==> src/rtl/dev_tape_emulator.sv <==
// Device-side paper-tape emulator: host-preloaded characters feed the core's 5-bit input
// handshake, and characters the core emits are captured in a FIFO for the host to read back.
module dev_tape_emulator #(
  parameter int unsigned DEPTH     = 16,
  parameter int unsigned IN_DELAY  = 8,
  parameter int unsigned OUT_DELAY = 8,
  localparam int unsigned AW = $clog2(DEPTH),
  localparam int unsigned CW = AW + 1
) (
  input  logic          clk,
  input  logic          resetn,
  input  logic          dev_input_rdy,
  output logic          dev_input_val,
  output logic [4:0]    dev_input_data,
  input  logic          dev_output_rdy,
  output logic          dev_output_ack,
  input  logic [4:0]    dev_output_data,
  input  logic          host_wr_en,
  input  logic [4:0]    host_wr_data,
  output logic          host_wr_full,
  input  logic          host_rd_en,
  output logic [4:0]    host_rd_data,
  output logic          host_rd_empty,
  output logic [CW-1:0] in_count,
  output logic [CW-1:0] out_count,
  output logic          out_overflow,
  input  logic          clr_overflow
);

  typedef enum logic [1:0] {I_IDLE, I_WAIT, I_PULSE, I_DONE} in_state_e;
  typedef enum logic [1:0] {O_IDLE, O_WAIT, O_ACK, O_DONE} out_state_e;

  localparam logic [CW-1:0] FULL_CNT = CW'(DEPTH);
  // The counter is loaded on the request edge, so it holds DELAY-1 to land the pulse at t+DELAY.
  localparam logic [7:0] IN_LOAD  = (IN_DELAY == 0)  ? 8'd0 : 8'(IN_DELAY - 1);
  localparam logic [7:0] OUT_LOAD = (OUT_DELAY == 0) ? 8'd0 : 8'(OUT_DELAY - 1);

  logic [4:0] in_mem  [DEPTH];
  logic [4:0] out_mem [DEPTH];

  // Input channel state
  in_state_e     in_state_q, in_state_d;
  logic [7:0]    in_cnt_q, in_cnt_d;
  logic          in_val_q, in_val_d;
  logic [4:0]    in_data_q, in_data_d;
  logic [AW-1:0] in_wr_ptr_q, in_wr_ptr_d;
  logic [AW-1:0] in_rd_ptr_q, in_rd_ptr_d;
  logic [CW-1:0] in_count_q, in_count_d;
  logic          in_pop;
  logic          in_wr_ok;

  // Output channel state
  out_state_e    out_state_q, out_state_d;
  logic [7:0]    out_cnt_q, out_cnt_d;
  logic          out_ack_q, out_ack_d;
  logic [AW-1:0] out_wr_ptr_q, out_wr_ptr_d;
  logic [AW-1:0] out_rd_ptr_q, out_rd_ptr_d;
  logic [CW-1:0] out_count_q, out_count_d;
  logic          out_ovf_q, out_ovf_d;
  logic          out_push;
  logic          out_push_ok;
  logic          out_rd_ok;

  // NOTE: every signal gets a default before the case so no path leaves it unassigned (no latches).
  always_comb begin
    in_state_d = in_state_q;
    in_cnt_d   = in_cnt_q;
    in_val_d   = 1'b0;
    in_data_d  = in_data_q;
    in_pop     = 1'b0;
    case (in_state_q)
      I_IDLE: begin
        if (dev_input_rdy && (in_count_q != '0)) begin
          if (IN_DELAY == 0) begin
            in_pop = 1'b1;
          end else begin
            in_state_d = I_WAIT;
            in_cnt_d   = IN_LOAD;
          end
        end
      end
      I_WAIT: begin
        if (!dev_input_rdy)          in_state_d = I_IDLE;
        else if (in_cnt_q == 8'd0)   in_pop     = 1'b1;
        else                         in_cnt_d   = in_cnt_q - 8'd1;
      end
      I_PULSE: in_state_d = I_DONE;
      I_DONE: begin
        if (!dev_input_rdy) in_state_d = I_IDLE;
      end
      default: in_state_d = I_IDLE;
    endcase
    if (in_pop) begin
      in_state_d = I_PULSE;
      in_val_d   = 1'b1;
      in_data_d  = in_mem[in_rd_ptr_q];
    end
  end

  always_comb begin
    // Fullness is judged before the edge, so a write racing a pop on a full FIFO is dropped.
    in_wr_ok    = host_wr_en && (in_count_q != FULL_CNT);
    in_wr_ptr_d = in_wr_ptr_q + AW'(in_wr_ok);
    in_rd_ptr_d = in_rd_ptr_q + AW'(in_pop);
    in_count_d  = in_count_q + CW'(in_wr_ok) - CW'(in_pop);
  end

  always_comb begin
    out_state_d = out_state_q;
    out_cnt_d   = out_cnt_q;
    out_ack_d   = 1'b0;
    out_push    = 1'b0;
    case (out_state_q)
      O_IDLE: begin
        if (dev_output_rdy) begin
          if (OUT_DELAY == 0) begin
            out_push = 1'b1;
          end else begin
            out_state_d = O_WAIT;
            out_cnt_d   = OUT_LOAD;
          end
        end
      end
      O_WAIT: begin
        if (!dev_output_rdy)         out_state_d = O_IDLE;
        else if (out_cnt_q == 8'd0)  out_push    = 1'b1;
        else                         out_cnt_d   = out_cnt_q - 8'd1;
      end
      O_ACK: out_state_d = O_DONE;
      O_DONE: begin
        if (!dev_output_rdy) out_state_d = O_IDLE;
      end
      default: out_state_d = O_IDLE;
    endcase
    if (out_push) begin
      out_state_d = O_ACK;
      out_ack_d   = 1'b1;
    end
  end

  always_comb begin
    out_rd_ok    = host_rd_en && (out_count_q != '0);
    // A same-edge read frees the slot, so a capture into a full FIFO still lands.
    out_push_ok  = out_push && ((out_count_q != FULL_CNT) || out_rd_ok);
    out_wr_ptr_d = out_wr_ptr_q + AW'(out_push_ok);
    out_rd_ptr_d = out_rd_ptr_q + AW'(out_rd_ok);
    out_count_d  = out_count_q + CW'(out_push_ok) - CW'(out_rd_ok);
    if (clr_overflow) out_ovf_d = 1'b0;
    else              out_ovf_d = out_ovf_q | (out_push && !out_push_ok);
  end

  // NOTE: storage has no reset; the occupancy counters alone decide which entries are valid.
  always_ff @(posedge clk) begin
    if (in_wr_ok)    in_mem[in_wr_ptr_q]   <= host_wr_data;
    if (out_push_ok) out_mem[out_wr_ptr_q] <= dev_output_data;
  end

  // NOTE: state updates use non-blocking assignments so every flop samples pre-edge values.
  always_ff @(posedge clk or negedge resetn) begin
    if (!resetn) begin
      in_state_q   <= I_IDLE;
      in_cnt_q     <= 8'd0;
      in_val_q     <= 1'b0;
      in_data_q    <= 5'd0;
      in_wr_ptr_q  <= '0;
      in_rd_ptr_q  <= '0;
      in_count_q   <= '0;
      out_state_q  <= O_IDLE;
      out_cnt_q    <= 8'd0;
      out_ack_q    <= 1'b0;
      out_wr_ptr_q <= '0;
      out_rd_ptr_q <= '0;
      out_count_q  <= '0;
      out_ovf_q    <= 1'b0;
    end else begin
      in_state_q   <= in_state_d;
      in_cnt_q     <= in_cnt_d;
      in_val_q     <= in_val_d;
      in_data_q    <= in_data_d;
      in_wr_ptr_q  <= in_wr_ptr_d;
      in_rd_ptr_q  <= in_rd_ptr_d;
      in_count_q   <= in_count_d;
      out_state_q  <= out_state_d;
      out_cnt_q    <= out_cnt_d;
      out_ack_q    <= out_ack_d;
      out_wr_ptr_q <= out_wr_ptr_d;
      out_rd_ptr_q <= out_rd_ptr_d;
      out_count_q  <= out_count_d;
      out_ovf_q    <= out_ovf_d;
    end
  end

  assign dev_input_val  = in_val_q;
  assign dev_input_data = in_data_q;
  assign dev_output_ack = out_ack_q;
  assign host_wr_full   = (in_count_q == FULL_CNT);
  assign host_rd_empty  = (out_count_q == '0);
  assign host_rd_data   = (out_count_q != '0) ? out_mem[out_rd_ptr_q] : 5'd0;
  assign in_count       = in_count_q;
  assign out_count      = out_count_q;
  assign out_overflow   = out_ovf_q;

endmodule

==> config.mk <==
export PLATFORM = sky130hd
export DESIGN_NAME = dev_tape_emulator
export DESIGN_NICKNAME = d
export VERILOG_FILES = /design/src/rtl/dev_tape_emulator.sv
export SDC_FILE = /design/constraint.sdc
export NUM_CORES = 1
export LEC_CHECK = 0
export CAP_MARGIN = 0
export CORE_ASPECT_RATIO = 0.5
export CORE_UTILIZATION = 64
export CTS_BUF_LIST = sky130_fd_sc_hd__clkbuf_2 sky130_fd_sc_hd__clkbuf_4 sky130_fd_sc_hd__clkbuf_8
export CTS_CLUSTER_DIAMETER = 150
export CTS_CLUSTER_SIZE = 8
export DETAILED_ROUTE_END_ITERATION = 12
export DONT_BUFFER_PORTS = 1
export MAX_ROUTING_LAYER = met4
export PLACE_DENSITY_LB_ADDON = 0.25
export SYNTH_ARGS = -nofsm -noshare
export SYNTH_HDL_FRONTEND = slang
export SYNTH_SLANG_ARGS = --single-unit
==> constraint.sdc <==
create_clock -name clk -period 3.45 [get_ports clk]
set_clock_uncertainty 0.2 [all_clocks]
set_input_delay 0.8625 -clock clk [delete_from_list [all_inputs] [get_ports clk]]
set_output_delay 0.8625 -clock clk [all_outputs]
set_load 0.01 [all_outputs]
==> metrics.yaml, run 1 <==
status:
  status: "finished clean"
placed_design:
  gp_congestion: 0.7903
  dp_hpwl_um: 10280
  dpl_worst_slack_ns: 0.1934
  dpl-instance-area_um2: 9248
  dpl.cell_count: 725
  portBuffers: 0
clocking:
  clockBufferDepth: 3
  postCtsSetupBuffers: 0
  htreeDepth: 1
  numCtsBuffers: 30
  clkLatencyLatePin_ns: 0.54
  clkTransAtPathRegs_ns: 0.06
  clkSinkCount: 214
  cts_tree: "yes"
  cts-root-buf: "clkbuf_8"
route:
  drtIter0Drc: 458
  dr.pass1.iters: 4
  vias_per_cell: 5.927
  wirelength_um: 15770
  num_vias: 4641
  drc_errors: 0
  wl_per_cell_um: 20.14
  ant_nets: 0
final_layout:
  stdcell_count: 783
  finish.instance_area_um2: 9922
  diodes: 0
  final.fill_count: 836
  nNetsFinal: 608
  syn2layout_area_growth_pct: 10.75
  layout-drive-gt1-share: 0.2284
  post-route-util: 0.7302
die:
  die_y_um: 85.66
  start_util: 0.6593
  num_rows: 30
  fp.dieW_um: 169.3
  die_area_um2: 14500
  fp.coreArea_um2: 13590
  pin_count: 42
synthesis:
  synth_top_area_frac: 0.5363
  yosysMostFrequentCell: "edfxtp_1"
  synth_edf_count: 160
  synth_commonest_cells: "edfxtp_1, dfrtp_1, nor2_1, mux4_2, ha_1"
  synth_cells: 536
  synth_area_leaders: "edfxtp_1, dfrtp_1, mux4_2"
  synth-seq-area-share: 0.6872
  ys_types: 59
  syn_nets: 577
  syn_area_um2: 8959
  synth_top_cell_by_area: "edfxtp_1"
  synthArstFlopShare: 0.2523
  avgSynthCellArea_um2: 16.71
  ys_ff_latch: 214
  synth_ff_type: "edfxtp_1"
  yosysWarnings: 0
pwr:
  powerDensity_nw_per_um2: 714.5
  p_total_mw: 7.089
  peakVddDrop_mv: 0.3499
  p_leak_nw: 3.622
sta:
  final.setup.worst_slack_ns: 0.1377
  fin_crit_ns: 3.312
  final_max_slew_viol_count: 0
  min_period_over_period: 0.9601
  setup_viol_count_final: 0
  max_freq_mhz: 301.9
  maxSlewHeadroom: 0.3658
  finalHoldViolations: 0
  worstMarginPinSlew_ns: 0.9432
worst_setup_path:
  worstSetupStartpointType: "register"
  critPathKind: "register to primary output"
  reg2reg_slack_ns: 0.19
  rr_startpoint: "out_count[2]"
  cp_data_required_time_ns: 2.39
  crit_arrival_ns: 2.25
  critPathCaptureType: "primary output"
  startpoint: "out_count[2]"
  crit_path_max_fanout: 5
hold_path:
  min_path_type: "input port to register"
  min-delay-start: "clr_overflow"
global_routing:
  gr-total-overflow: 0
  grtUsageTotal: 0.2405
  grt_antenna_before_repair: 0
  grt_max_degree: 55
  grt_first_pass_wirelength_um: 25160
  grt_pass1_vias: 4787
flow_run:
  max_cap_viol_count: 0
[cells in the final DEF, fill, tap and decap left out, types with 7 or more instances in the layout]
| master | instances |
|---|---|
| edfxtp_1 | 160 |
| dfrtp_1 | 53 |
| nor2_1 | 45 |
| mux4_2 | 40 |
| clkbuf_8 | 32 |
| clkbuf_4 | 24 |
| ha_1 | 22 |
| inv_1 | 17 |
| buf_4 | 17 |
| nor2b_1 | 15 |
| mux2i_1 | 15 |
| xor2_1 | 13 |
| nand2_1 | 12 |
| a21oi_1 | 12 |
| nor3_1 | 11 |
| xnor2_1 | 9 |
| nand2b_1 | 7 |
[cells by family after synthesis]
| kind of cell | Yosys count | share of synthesized area |
|---|---|---|
| DFF | 214 | 0.6872 |
| and+or+nand+nor | 123 | 0.07444 |
| AOI/OAI and AO/OA | 57 | 0.04497 |
| muxes | 56 | 0.1186 |
| buffers and inverters | 40 | 0.01815 |
| adders and majority gates | 24 | 0.03520 |
| xor gates and xnor gates | 22 | 0.02151 |
[area by class of cell]
class	count	area, um^2	share of cell area
inverter	19	71.32	0.007188
multi-input combinational	282	2656	0.2677
tap	192	240.2	0.02421
clock buffer	56	620.6	0.06255
timing repair buffer	20	176.4	0.01778
sequential	214	6157	0.6206
[per-stage QoR]
step           setup TNS (ns)  hold WS (ns)
2_1_floorplan               0        0.2469
3_3_place_gp                0        0.2708
3_5_place_dp                0        0.2878
4_1_cts                     0        0.1532
5_1_grt             -0.005172        0.1430
6_report                    0        0.1787
[routing by layer]
metal	routed length [um]	global-route usage	share of wire
met5	0	-	0
met4	326	0.07207	0.021
met3	892	0.04892	0.057
met2	7799	0.3943	0.49
met1	6754	0.3101	0.43
[path summary, 6_finish.rpt]
check / to / cells after the start
min in group asynchronous: dev_input_data[4] / 2
max in group asynchronous: out_count[3] / 2
max reg2reg: out_count[4] / 13
max: host_rd_data[2] / 7
min reg2reg: in_cnt_q[7] / 1
min: out_overflow / 1
[flip-flops by register name, summed over array words and instances (netlist names), 2 cells and up]
signal / count
in_mem: 80
out_mem: 80
in_cnt_q: 8
out_cnt_q: 8
dev_input_data: 5
in_count: 5
out_count: 5
in_rd_ptr_q: 4
in_wr_ptr_q: 4
out_rd_ptr_q: 4
out_wr_ptr_q: 4
in_state_q: 2
out_state_q: 2
[critical path: stages, from the launching register on]
cell and delay, ns:
dfrtp_1 0.44, inv_2 0.09, ha_1 0.14, or3b_2 0.49, nor2_2 0.12, buf_4 0.14
or2_4 0.15, o22ai_1 0.14
[power breakdown]
group / switching (mW) / leakage (nW) / internal (mW) / total (mW)
logic: 0.847 / 1.16 / 0.827 / 1.67
registers: 0.330 / 2.12 / 3.08 / 3.41
clock network: 0.892 / 0.340 / 1.11 / 2.00
total: 2.07 / 3.62 / 5.02 / 7.09
[repair_timing]
action / 4_1_cts / 5_1_grt
resized for setup: 0 / 7
endpoints found under the setup margin: 0 / 6
endpoints found under the hold margin: 54 / 0
hold buffers: 2 / 0
(Power assumes the default switching activity.)
==> run 2, diff against run 1 <==
- CAP_MARGIN: 0 -> unset
==> results of run 2 <==
The final DEF is identical to that of run 1; final timing and power are the same.
